### config.mk
export PLATFORM = sky130hd
export DESIGN_NAME = mode_command_tx
export DESIGN_NICKNAME = d
export VERILOG_FILES = /design/src/rtl/mode_proto_pkg.sv /design/src/rtl/mode_cmd_fifo.sv /design/src/rtl/mode_command_tx.sv
export SDC_FILE = /design/constraint.sdc
export NUM_CORES = 1
export LEC_CHECK = 0
export CAP_MARGIN = 40
export CELL_PAD_IN_SITES_DETAIL_PLACEMENT = 1
export CELL_PAD_IN_SITES_GLOBAL_PLACEMENT = 1
export CORE_MARGIN = 8
export CORE_UTILIZATION = 48
export CTS_CLUSTER_SIZE = 10
export DETAILED_ROUTE_END_ITERATION = 7
export PLACE_DENSITY = 0.76
export REMOVE_ABC_BUFFERS = 1
export SYNTH_ARGS = -nofsm -noshare
export SYNTH_HDL_FRONTEND = slang
export SYNTH_SLANG_ARGS = --single-unit
### constraint.sdc
create_clock -name clk -period 4.3 [get_ports clk]
set_clock_uncertainty 0.1 [all_clocks]
set_input_delay 0.86 -clock clk [delete_from_list [all_inputs] [get_ports clk]]
set_output_delay 0.86 -clock clk [all_outputs]
set_load 0.02 [all_outputs]
### src/rtl/mode_proto_pkg.sv
// Shared protocol constants, queue entry layout and transmit FSM encoding
// for the mode/rate command transmitter.
package mode_proto_pkg;

  // Protocol bytes that frame a rate change
  localparam logic [7:0] MODE_ENTER_U = 8'h4D;
  localparam logic [7:0] MODE_ENTER_L = 8'h6D;
  localparam logic [7:0] MODE_EXIT_U  = 8'h46;
  localparam logic [7:0] MODE_EXIT_L  = 8'h66;
  localparam logic [7:0] RATE_CHR_0   = 8'h31;
  localparam logic [7:0] RATE_CHR_1   = 8'h35;
  localparam logic [7:0] RATE_CHR_2   = 8'h41;

  // Rate codes carried on req_rate
  localparam logic [1:0] RATE_CODE_0 = 2'b00;
  localparam logic [1:0] RATE_CODE_1 = 2'b01;
  localparam logic [1:0] RATE_CODE_2 = 2'b10;

  // Transmit FSM states
  typedef enum logic [2:0] {
    IDLE      = 3'd0,
    SEND_M    = 3'd1,
    SEND_RATE = 3'd2,
    SEND_F    = 3'd3,
    SEND_DATA = 3'd4,
    GAP       = 3'd5
  } tx_state_e;

  // One queued request: 11 bits
  typedef struct packed {
    logic       kind;
    logic [1:0] rate;
    logic [7:0] data;
  } cmd_entry_t;

  // ASCII character sent for a rate code (illegal code maps to 0x00)
  function automatic logic [7:0] rate_to_chr(input logic [1:0] rate);
    logic [7:0] chr;
    case (rate)
      RATE_CODE_0: chr = RATE_CHR_0;
      RATE_CODE_1: chr = RATE_CHR_1;
      RATE_CODE_2: chr = RATE_CHR_2;
      default:     chr = 8'h00;
    endcase
    return chr;
  endfunction

  // A request is refused if it is an unknown rate or a data byte that the
  // receiver would mistake for framing (or a NUL)
  function automatic logic req_is_illegal(input logic       kind,
                                          input logic [1:0] rate,
                                          input logic [7:0] data);
    logic bad;
    if (kind) begin
      bad = (rate == 2'b11);
    end else begin
      bad = (data == 8'h00)        || (data == MODE_ENTER_U) ||
            (data == MODE_ENTER_L) || (data == MODE_EXIT_U)  ||
            (data == MODE_EXIT_L);
    end
    return bad;
  endfunction

endpackage

### src/rtl/mode_cmd_fifo.sv
// Request queue for mode_command_tx: DEPTH entries of cmd_entry_t,
// first-word-fall-through head, pointers wrap modulo DEPTH.
module mode_cmd_fifo
  import mode_proto_pkg::*;
#(
  parameter int DEPTH = 4
) (
  input  logic       clk,
  input  logic       reset,
  input  logic       i_push,
  input  cmd_entry_t i_push_data,
  input  logic       i_pop,
  output cmd_entry_t o_head,
  output logic       o_full,
  output logic       o_empty
);

  localparam int AW = $clog2(DEPTH);

  cmd_entry_t    r_mem [DEPTH];
  logic [AW-1:0] r_wr_ptr;
  logic [AW-1:0] r_rd_ptr;
  logic [AW:0]   r_count;
  logic          w_push;
  logic          w_pop;

  assign o_full  = (r_count == (AW+1)'(DEPTH));
  assign o_empty = (r_count == (AW+1)'(0));
  assign w_push  = i_push && !o_full;
  assign w_pop   = i_pop && !o_empty;
  assign o_head  = r_mem[r_rd_ptr];

  // Storage write and pointer/count bookkeeping
  always_ff @(posedge clk or negedge reset) begin
    if (!reset) begin
      r_wr_ptr <= '0;
      r_rd_ptr <= '0;
      r_count  <= '0;
      for (int i = 0; i < DEPTH; i++) begin
        r_mem[i] <= '0;
      end
    end else begin
      if (w_push) begin
        r_mem[r_wr_ptr] <= i_push_data;
        r_wr_ptr        <= r_wr_ptr + AW'(1);
      end
      if (w_pop) begin
        r_rd_ptr <= r_rd_ptr + AW'(1);
      end
      case ({w_push, w_pop})
        2'b10:   r_count <= r_count + (AW+1)'(1);
        2'b01:   r_count <= r_count - (AW+1)'(1);
        default: r_count <= r_count;
      endcase
    end
  end

endmodule

### src/rtl/mode_command_tx.sv
// Mode/rate command transmitter: queues byte and rate requests, expands a
// rate request into 'M' <rate> 'F', and paces every byte to the UART with
// GAP_CYCLES idle clocks.
module mode_command_tx
  import mode_proto_pkg::*;
#(
  parameter int GAP_CYCLES = 16,
  parameter int FIFO_DEPTH = 4
) (
  input  logic       clk,
  input  logic       reset,
  input  logic       req_valid,
  output logic       req_ready,
  input  logic       req_kind,
  input  logic [7:0] req_data,
  input  logic [1:0] req_rate,
  output logic [7:0] tx_data,
  output logic       tx_valid,
  input  logic       tx_ready,
  output logic       err,
  output logic       busy
);

  localparam logic       HAS_GAP  = (GAP_CYCLES > 32'sd0);
  localparam logic [7:0] GAP_LAST = HAS_GAP ? 8'(GAP_CYCLES - 1) : 8'h00;

  logic       r_ready_en;
  logic       r_err;
  tx_state_e  r_state;
  tx_state_e  w_state_nxt;
  tx_state_e  r_gap_ret;
  tx_state_e  w_gap_ret_nxt;
  tx_state_e  w_dest;
  logic [7:0] r_gap_cnt;
  logic [7:0] w_gap_cnt_nxt;
  cmd_entry_t r_cur;
  cmd_entry_t w_cur_nxt;
  cmd_entry_t w_head;
  cmd_entry_t w_req_entry;
  logic       r_tx_valid;
  logic [7:0] r_tx_data;
  logic       w_tx_valid_nxt;
  logic [7:0] w_tx_data_nxt;
  logic       w_full;
  logic       w_empty;
  logic       w_pop;
  logic       w_go;
  logic       w_byte_done;
  logic       w_req_hs;
  logic       w_req_bad;
  logic       w_push;

  // req_ready is held low until the first edge after reset release
  assign req_ready   = r_ready_en && !w_full;
  assign w_req_hs    = req_valid && req_ready;
  assign w_req_bad   = req_is_illegal(req_kind, req_rate, req_data);
  assign w_push      = w_req_hs && !w_req_bad;
  assign w_req_entry = '{kind: req_kind, rate: req_rate, data: req_data};

  assign tx_valid = r_tx_valid;
  assign tx_data  = r_tx_data;
  assign err      = r_err;
  assign busy     = (r_state != IDLE) || !w_empty;

  mode_cmd_fifo #(
    .DEPTH (FIFO_DEPTH)
  ) u_fifo (
    .clk         (clk),
    .reset       (reset),
    .i_push      (w_push),
    .i_push_data (w_req_entry),
    .i_pop       (w_pop),
    .o_head      (w_head),
    .o_full      (w_full),
    .o_empty     (w_empty)
  );

  // Ready enable and one-cycle rejection pulse
  always_ff @(posedge clk or negedge reset) begin
    if (!reset) begin
      r_ready_en <= 1'b0;
      r_err      <= 1'b0;
    end else begin
      r_ready_en <= 1'b1;
      r_err      <= w_req_hs && w_req_bad;
    end
  end

  // FSM state, gap counter, current request and registered UART outputs
  always_ff @(posedge clk or negedge reset) begin
    if (!reset) begin
      r_state    <= IDLE;
      r_gap_ret  <= IDLE;
      r_gap_cnt  <= 8'h00;
      r_cur      <= '0;
      r_tx_valid <= 1'b0;
      r_tx_data  <= 8'h00;
    end else begin
      r_state    <= w_state_nxt;
      r_gap_ret  <= w_gap_ret_nxt;
      r_gap_cnt  <= w_gap_cnt_nxt;
      r_cur      <= w_cur_nxt;
      r_tx_valid <= w_tx_valid_nxt;
      r_tx_data  <= w_tx_data_nxt;
    end
  end

  // Next state: finish a byte or gap, then either pace, advance, or pop the
  // next request straight away so a zero gap gives back-to-back bytes
  always_comb begin
    w_state_nxt   = r_state;
    w_gap_ret_nxt = r_gap_ret;
    w_gap_cnt_nxt = r_gap_cnt;
    w_cur_nxt     = r_cur;
    w_pop         = 1'b0;
    w_go          = 1'b0;
    w_byte_done   = 1'b0;
    w_dest        = IDLE;

    case (r_state)
      IDLE: begin
        w_go   = 1'b1;
        w_dest = IDLE;
      end
      SEND_M: begin
        w_byte_done = tx_ready;
        w_dest      = SEND_RATE;
      end
      SEND_RATE: begin
        w_byte_done = tx_ready;
        w_dest      = SEND_F;
      end
      SEND_F: begin
        w_byte_done = tx_ready;
        w_dest      = IDLE;
      end
      SEND_DATA: begin
        w_byte_done = tx_ready;
        w_dest      = IDLE;
      end
      GAP: begin
        if (r_gap_cnt == GAP_LAST) begin
          w_go   = 1'b1;
          w_dest = r_gap_ret;
        end else begin
          w_gap_cnt_nxt = r_gap_cnt + 8'h01;
        end
      end
      default: begin
        w_go   = 1'b1;
        w_dest = IDLE;
      end
    endcase

    if (w_byte_done && HAS_GAP) begin
      w_state_nxt   = GAP;
      w_gap_cnt_nxt = 8'h00;
      w_gap_ret_nxt = w_dest;
    end else if (w_byte_done || w_go) begin
      if (w_dest != IDLE) begin
        w_state_nxt = w_dest;
      end else if (!w_empty) begin
        w_pop       = 1'b1;
        w_cur_nxt   = w_head;
        w_state_nxt = w_head.kind ? SEND_M : SEND_DATA;
      end else begin
        w_state_nxt = IDLE;
      end
    end else begin
      w_state_nxt = r_state;
    end
  end

  // UART byte for the state being entered; low/zero outside SEND_* states
  always_comb begin
    w_tx_valid_nxt = 1'b1;
    w_tx_data_nxt  = 8'h00;
    case (w_state_nxt)
      SEND_M:    w_tx_data_nxt = MODE_ENTER_U;
      SEND_RATE: w_tx_data_nxt = rate_to_chr(w_cur_nxt.rate);
      SEND_F:    w_tx_data_nxt = MODE_EXIT_U;
      SEND_DATA: w_tx_data_nxt = w_cur_nxt.data;
      default:   w_tx_valid_nxt = 1'b0;
    endcase
  end

endmodule

Word-level counts from Yosys, hierarchy flattened:

Index checks and enable logic that the tools add are counted.

* register bits: 86
* bits of input ports: 15
* output and inout port bits: 12

* $add $sub $neg: 5
* $lt $le $gt $ge: 3
* equality and inequality tests: 21
* mux-type cells: 32
* bitwise gates (word level): 2
* reduce and logical (&&, ||, !) cells: 26

Operators with widths (count)
* 44-bit bitwise mux: 1
* 10-bit 2-to-1 mux: 4
* 11-bit 2-to-1 mux: 3
* 8-bit by 7-bit equality test with 1-bit output, second input constant: 4
* 8-bit one-hot mux with 4 select lines: 1
* 8-bit 2-to-1 mux: 3
* 11-bit binary-select mux with 2-bit select: 1
* 11-bit demux with 2-bit select: 1
* 7-bit one-hot mux with 3 select lines: 1
* 3-bit 2-to-1 mux: 6
* 3-bit by 2-bit equality test with 1-bit output, second input constant: 4
* 3-bit equality test, second input constant: 4
* 3-bit one-hot mux with 3 select lines: 1
* 8-bit by 1-bit adder with 8-bit output, second input constant: 1
* 8-bit by 4-bit equality test with 1-bit output, second input constant: 1
* 8-bit zero test: 1
* 1-bit 2-to-1 mux: 8
* 4-bit OR reduction: 2
* 1-bit logical AND: 7
* 2-bit equality test, second input constant: 3
* 3-bit by 1-bit equality test with 1-bit output, second input constant: 2
* 3-bit >= comparator, second input constant: 2
* 1-bit logical OR: 6
* 2-bit NOT with 3-bit output: 2
* other kinds (14): 20

Longest topological paths before layout:

Gate-level depths: netlist of the first run.

* depth after elaboration: 12
* depth in mapped cells: 12

Cells and area by module:

A second synthesis of the first run with hierarchy kept.

* cells, all modules: 332
* area total of the unflattened synthesis: 4240.3 µm²

Modules (own cells, without submodules)
* mode_cmd_fifo: instances 1, cells an instance 145, area an instance 2323.5 µm², seq. area each 1276.2 µm²
* mode_command_tx: instances 1, cells an instance 187, area an instance 1916.8 µm², seq. area each 875.8 µm²

Worst setup path after synthesis of the first run:

Ideal clock, no wire load.

* kind: register -> register
* from: register r_gap_cnt[0]
* to: register u_fifo.r_count[2]
* arrival time: 2.877 ns
* setup slack: 1.243 ns
* cell stages (with the launch flop): 13
* buffers on the path: 1
* period minus slack after synthesis: 3.057 ns
* cell sequence: dfrtp_1 ha_1 or4b_4 nor4_1 o311ai_2 buf_2 inv_2 ha_1 inv_1 fa_1 xor2_1 nor2_1 xor2_1

* cells in the longest elaborated chain, start to end: 10

Ends and longest elaborated chain
* start: declaration: RTL line mode_command_tx.sv:34 `logic [7:0] r_gap_cnt;`
* start signal: assignment: RTL line mode_command_tx.sv:101 `r_gap_cnt <= w_gap_cnt_nxt;`
* 8-bit by 4-bit equality test with 1-bit output (*): RTL line mode_command_tx.sv:142 `if (r_gap_cnt == GAP_LAST) begin`
* 3-bit 2-to-1 mux: RTL line mode_command_tx.sv:142
* 3-bit one-hot mux with 3 select lines: RTL line mode_command_tx.sv:120 `case (r_state)`
* 3-bit nonzero test: RTL line mode_command_tx.sv:160 `if (w_dest != IDLE) begin`
* 1-bit 2-to-1 mux: RTL line mode_command_tx.sv:160
* 1-bit 2-to-1 mux (*): RTL line mode_command_tx.sv:159 `end else if (w_byte_done || w_go) begin`
* 1-bit 2-to-1 mux (*): RTL line mode_command_tx.sv:155 `if (w_byte_done && HAS_GAP) begin`
* 1-bit logical AND (*): RTL line mode_cmd_fifo.sv:30 `assign w_pop = i_pop && !o_empty;`
* net u_fifo.w_pop: RTL line mode_cmd_fifo.sv:25 `logic w_pop;`
* 2-bit by 1-bit equality test with 1-bit output or 2-bit equality test (tied branches): RTL line mode_cmd_fifo.sv:50 `case ({w_push, w_pop})`
* 3-bit one-hot mux with 2 select lines or 2-bit nonzero test (tied branches)
* end signal: assignment: RTL line mode_cmd_fifo.sv:51 `2'b10: r_count <= r_count + (AW+1)'(1);`
* end signal: assignment: RTL line mode_cmd_fifo.sv:52 `2'b01: r_count <= r_count - (AW+1)'(1);`
* end signal: assignment: RTL line mode_cmd_fifo.sv:53 `default: r_count <= r_count;`
* end: declaration: RTL line mode_cmd_fifo.sv:23 `logic [AW:0] r_count;`

Mark *: on every way through the listed nets, which the timed path passes. The rest lies on a longest branch.
A chain may end at the register's enable or synchronous reset.

Worst setup path after layout of the first run:

* from: input req_data[6]
* to: register u_fifo.r_count[2]

* cells in the longest elaborated chain, start to end: 11

Ends and longest elaborated chain
* start: declaration: RTL line mode_command_tx.sv:15 `input logic [7:0] req_data,`
* 8-bit by 7-bit equality test with 1-bit output or 8-bit zero test (tied branches): RTL line mode_proto_pkg.sv:57 `bad = (data == 8'h00) || (data == MODE_ENTER_U) ||`
* 1-bit logical OR (2 in series): RTL line mode_proto_pkg.sv:57
* 1-bit logical OR: RTL line mode_proto_pkg.sv:58 `(data == MODE_ENTER_L) || (data == MODE_EXIT_U) ||`
* 1-bit logical OR (*): RTL line mode_proto_pkg.sv:58
* 1-bit 2-to-1 mux (*): RTL line mode_proto_pkg.sv:54 `if (kind) begin`
* 1-bit zero test (*): RTL line mode_command_tx.sv:57 `assign w_push = w_req_hs && !w_req_bad;`
* 1-bit logical AND (*): RTL line mode_command_tx.sv:57
* 1-bit logical AND (*): RTL line mode_cmd_fifo.sv:29 `assign w_push = i_push && !o_full;`
* 2-bit by 1-bit equality test with 1-bit output or 2-bit equality test (tied branches): RTL line mode_cmd_fifo.sv:50
* 3-bit one-hot mux with 2 select lines or 2-bit nonzero test (tied branches)

Every way passes the cells marked *; elsewhere a longest branch is shown, timed or not.

==> results.ini, run 1 <==
[status]
status = complete, no violations

[floorplan]
die_w_um = 109
num_io_pins = 27
chipHeight_um = 109
rows = 34
dieArea_um2 = 11800
initial_core_util_pct = 48.3
core-area_um2 = 8550

[timing]
fmax_mhz = 281
whs_ns = 0.276
rsz0062_at_grt = no
worst_slew_pin_slew_ns = 0.837
relSlewSlack_pct = 42.8
hold_viol = 0
period_minus_slack_ns = 3.56
slew_violations = 0
finalSetupViolCount = 0
fin_crit_sh_pct = 82.7
setup_tns_ns = 0

[cells_and_area]
regArea_um2 = 2150
n_antenna_cell = 0
layout-area-overhead-vs-synth_pct = 14.5
nets = 378
final_cell_mix = dfrtp_1, mux2_1, clkdlybuf4s50_1
final_util_pct = 55.3
multi_input_area_um2 = 1860
drive_above_1_share_pct = 13.6
final_common_cell = dfrtp_1
fillerInstances = 880

[global_route]
grt_use_total_pct = 16.7
grt_pass1_wl_mm = 15.4
grt_max_degree = 68
overflow = 0
grt_pass1_vias = 3001
antenna_found_initial = 0

[placement]
place.gp.congestion = 0.796
hpwl_mm = 6.44
port_buffers = 26

[pwr]
sw_frac_of_total_pct = 35.8
power.density_nw_per_um2 = 688
switchingPower_mw = 1.16
pwr-share-clk_pct = 18.0
vdd.ir_drop.worst_uv = 269
seq_power_share_pct = 42.2
power.total_mw = 3.25
p_int_mw = 2.09
combPwrFrac_pct = 39.8
p_leak_nw = 2.03

[synthesis]
syn-cell-area_um2 = 4130
syn_inst = 328
yosysSeqAreaShare_pct = 52.1
async_reset_ff_share_pct = 100
avgSynthCellArea_um2 = 12.6
yosys_warnings = 0
yosys.cell_types.count = 60
synth_edf_count = 0
ys_seq_elements = 86
ys.flop_type = dfrtp_1

[clock_network]
cts_hold_buf = 0
htreeDepth = 3
cts_buffers = 9
clk_latency_ns = 0.35
cts_num_sinks = 86
cts_root_buffer = clkbuf_8
postCtsSetupBuffers = 0
clk_path_buf_depth = 2
cts_tree = done
path_clk_slew_ns = 0.09
cts_resized = 0

[setup_path]
cp-start-kind = primary input
r2r_cells = 11
worst_path_max_delay_cell = a2111oi_0
r2r_slack_ns = 1.02
critPathRequiredTime_ns = 4.47
endpoint_kind = register
max_stage_delay_ns = 0.77
critPathMaxFanout = 8
cp_common_cell = inv_1
cp_data_arrival_time_ns = 3.72
crit_chain = clkdlybuf4s50_1, inv_1, a2111oi_0, a211oi_2, inv_1, ha_1, inv_1, fa_1, xor2_1, nor2_1, xor2_1
critical_path_class = primary input to register

[routing]
totalWireLength_mm = 9.13
ant_nets = 0
vias = 2719
drc_errors = 0
drtPass1Iterations = 4
wl_per_cell_um = 19.5
avgViaCountPerCell = 5.80
drt_iter0_drc = 83

[flow_run]
cap_violations = 0

[worst_hold_path]
hold_class = primary input to async pin

## registers in the layout, summed over array words and instances (netlist names)
name	cells
tx_valid	1
r_gap_cnt	8
r_cur	10
r_state	3
tx_data	8
r_gap_ret	3
u_fifo.r_count	3
u_fifo.r_wr_ptr	2
u_fifo.r_rd_ptr	2
err	1
u_fifo.r_mem	44
r_ready_en	1
## worst paths after layout
kind	startpoint	to
worst max-delay path	req_data[6]	u_fifo.r_count[2]
worst min-delay path	reset	tx_data[0]
worst max register to register	r_gap_cnt[0]	u_fifo.r_count[2]
worst min register to register	u_fifo.r_mem[18]	u_fifo.r_mem[18]
max in group asynchronous	reset	u_fifo.r_mem[10]
min in group clk	u_fifo.r_mem[18]	u_fifo.r_mem[18]
## metrics by stage
step / instance area (um2) / std cells / worst slack, ns
3_5_place_dp: 4520 / 453 / 0.420
3_3_place_gp: 4490 / 451 / 0.509
4_1_cts: 4730 / 469 / 0.705
5_1_grt: 4730 / 469 / 0.412
6_report: 4730 / 469 / 0.744
2_1_floorplan: 4070 / 314 / 1.26
## area by class of cell
type / count / share of cell area (%)
well taps: 108 / 2.86
flip-flops and latches: 86 / 45.5
inverters: 16 / 1.27
clock inverters: 6 / 1.46
repair buffers: 31 / 6.67
multi-input cells: 212 / 39.3
clock buffers: 10 / 2.91
## critical path, delay by kind of cell
family,cells,cell delay (ns)
buf+inv,4,0.80
fa+ha+maj,2,0.57
xor+xnor,2,0.31
compound gates,2,1.06
simple gates,1,0.11
## layer usage
| layer | track usage [%] | routed length (um) | vias up |
|---|---|---|---|
| li1 | - | - | 1259 |
| met1 | 21.9 | 4260 | 1409 |
| met2 | 27.9 | 4490 | 40 |
| met3 | 2.42 | 281 | 11 |
| met4 | 5.67 | 97 | 0 |
| met5 | 0 | 0 | - |
## cell families after synthesis
family          after synthesis  synth area share, %
mux                          65                 20.7
fa+ha+maj                     7                 2.30
simple gates                 76                 10.2
xor+xnor                     14                 2.97
flops                        86                 52.1
buf+inv                      30                 2.88
compound gates               49                 8.84
other cells                   1               0.0908
## power groups by stage
stage          Clock [mW]  Sequential [mW]  Combinational (mW)
2_1_floorplan           0             1.39               0.851
3_3_place_gp            0             1.36                1.24
3_5_place_dp            0             1.39                1.30
4_1_cts             0.603             1.38                1.31
5_1_grt             0.624             1.42                1.42
6_report            0.585             1.37                1.30
## synthesized netlist by cell type (5+ instances only)
cell type,instances,share of area (%)
a21oi_1,6,0.73
nand2_1,18,1.6
buf_2,5,0.61
xor2_1,7,1.5
mux2_2,6,1.6
ha_1,6,1.8
o21ai_0,7,0.85
inv_1,13,1.2
nand4_1,5,0.76
mux2_1,46,13
nor2_1,16,1.5
nand3_1,8,0.97
xnor2_1,7,1.5
dfrtp_1,86,52
mux4_2,11,6.0
clkbuf_1,8,0.73
(Power assumes the default switching activity.)
==> run 2, diff against run 1 <==
- clock period: 4.3 -> 3.49 ns (I/O delays scaled with it)
==> results.ini, run 2 (synthesis gave the netlist of run 1 again) <==
[status]
status = complete, no violations

[setup_path]
endpoint_kind = register
worst_path_max_delay_cell = or4b_4
cp_data_arrival_time_ns = 3.28  ; -0.44 ns
crit_chain = ha_1, or4b_4, nor4_1, o311ai_2, inv_2, ha_1, inv_1, fa_1, xor2_1, nor2_1, xor2_1
worst-path-buf-inv = 2  ; -2
critical_path_class = register to register
critPathMaxFanout = 6  ; -2
max_stage_delay_ns = 0.53  ; -0.24 ns
cp-start-kind = register
cp_top_family = simple AND/OR/NAND/NOR gates
critPathRequiredTime_ns = 3.67  ; -0.80 ns

[timing]
whs_ns = 0.101  ; -0.175 ns
fin_crit_sh_pct = 88.8
fmax_mhz = 323
period_minus_slack_ns = 3.10
worst_slew_pin_slew_ns = 0.572  ; -0.265 ns
hold_viol = 0  ; unchanged
rsz0062_at_grt = no
final_critical_path_setup_slack_ns = 0.390  ; -0.355 ns
relSlewSlack_pct = 61.9  ; +19 points
slew_violations = 0  ; unchanged
finalSetupViolCount = 0  ; unchanged
setup_tns_ns = 0  ; unchanged

[global_route]
grt_pass1_wl_mm = 15.7  ; +1.8%
grt_pass1_vias = 2971  ; -1.0%
grt_max_degree = 69  ; +1.5%
grt_use_total_pct = 17.1  ; +0.36 points
overflow = 0  ; unchanged
antenna_found_initial = 0  ; unchanged

[pwr]
power.density_nw_per_um2 = 846  ; +23%
p_leak_nw = 2.06  ; +1.5%
power.total_mw = 4.04  ; +24%
vdd.ir_drop.worst_uv = 393  ; +46%

[placement]
place.gp.congestion = 0.816  ; +2.5%
pre_cts_ws_ns = 0.0905  ; -0.329 ns
hpwl_mm = 6.63  ; +3.0%
port_buffers = 26  ; unchanged
placed_cells = 459  ; +1.3%
dpl_cell_area_um2 = 4570  ; +1.0%

[routing]
totalWireLength_mm = 9.08  ; -0.60%
drt_iter0_drc = 53  ; -36%
drtPass1Iterations = 4  ; unchanged
ant_nets = 0  ; unchanged
avgViaCountPerCell = 5.77  ; -0.54%
wl_per_cell_um = 19.1  ; -1.9%
vias = 2739  ; +0.74%
drc_errors = 0  ; unchanged

[cells_and_area]
final_util_pct = 55.8  ; +0.50 points
n_antenna_cell = 0  ; unchanged
top_register = u_fifo.r_mem
top_regs = u_fifo.r_mem (44), r_cur (10)
layout-area-overhead-vs-synth_pct = 15.5
final_common_cell = dfrtp_1
largest_reg_flops = 44  ; unchanged
final_cell_mix = dfrtp_1, mux2_1, clkdlybuf4s50_1
fin_area_um2 = 4770  ; +0.90%
drive_above_1_share_pct = 15.0  ; +1.4 points
final_cells = 475  ; +1.3%
nets = 384  ; +1.6%

[floorplan]
dieArea_um2 = 11800  ; unchanged
chipHeight_um = 109  ; unchanged
rows = 34  ; unchanged
initial_core_util_pct = 48.3  ; unchanged
core-area_um2 = 8550  ; unchanged
die_w_um = 109  ; unchanged
num_io_pins = 27  ; unchanged

[clock_network]
cts_root_buffer = clkbuf_8
cts_num_sinks = 86  ; unchanged
cts_resized = 0  ; unchanged
cts_hold_buf = 0  ; unchanged
cts_tree = done
htreeDepth = 3  ; unchanged
cts_buffers = 9  ; unchanged
clk_path_buf_depth = 2  ; unchanged
clk_latency_ns = 0.36  ; about the same
path_clk_slew_ns = 0.09  ; about the same
postCtsSetupBuffers = 0  ; unchanged

[flow_run]
cap_violations = 0  ; unchanged

[worst_hold_path]
hold_class = primary input to async pin

## run 2: cell count changes in the layout (fill, tap and decap cells not counted)
| cell | previous run | this run |
|---|---|---|
| clkinv_2 | 1 | 2 |
| clkinv_4 | 2 | 1 |
| clkinvlp_4 | 1 | 0 |
| inv_6 | 1 | 2 |
| buf_4 | 5 | 11 |
## run 2: path summary, 6_finish.rpt
| path | from | cells past startpoint | slack, ns | end |
|---|---|---|---|---|
| setup / recovery | r_gap_cnt[0] | 11 | 0.39 | u_fifo.r_count[2] |
| hold / removal | reset | 1 | 0.10 | tx_data[3] |
| setup reg to reg | r_gap_cnt[0] | 11 | 0.39 | u_fifo.r_count[2] |
| hold reg to reg | u_fifo.r_mem[18] | 1 | 0.39 | u_fifo.r_mem[18] |
| max in group asynchronous | reset | 2 | 2.58 | u_fifo.r_mem[30] |
| min in group clk | u_fifo.r_mem[18] | 1 | 0.39 | u_fifo.r_mem[18] |
## run 2: cell type report
class	instances	area [um2]
fill	887	3780
sequential	86	2150
multi-input combinational	212	1860
timing repair buffer	37	360
clock buffer	10	138
tap	108	135
clock inverter	6	66.3
inverter	16	60.1
## run 2: layer usage
layer	up-vias	wire, um	part of all wire, %	track usage [%]
li1	1270	-	-	-
met1	1421	4280	47	23.7
met2	36	4440	49	26.9
met3	12	237	2.6	2.42
met4	0	124	1.4	5.96
met5	-	0	0	0
## run 2: power by group
part | internal, mW | total [mW] | switching [mW]
Combinational | 0.807 | 1.63 | 0.819
Clock | 0.355 | 0.731 | 0.376
Sequential | 1.42 | 1.68 | 0.256
Total | 2.59 | 4.04 | 1.45
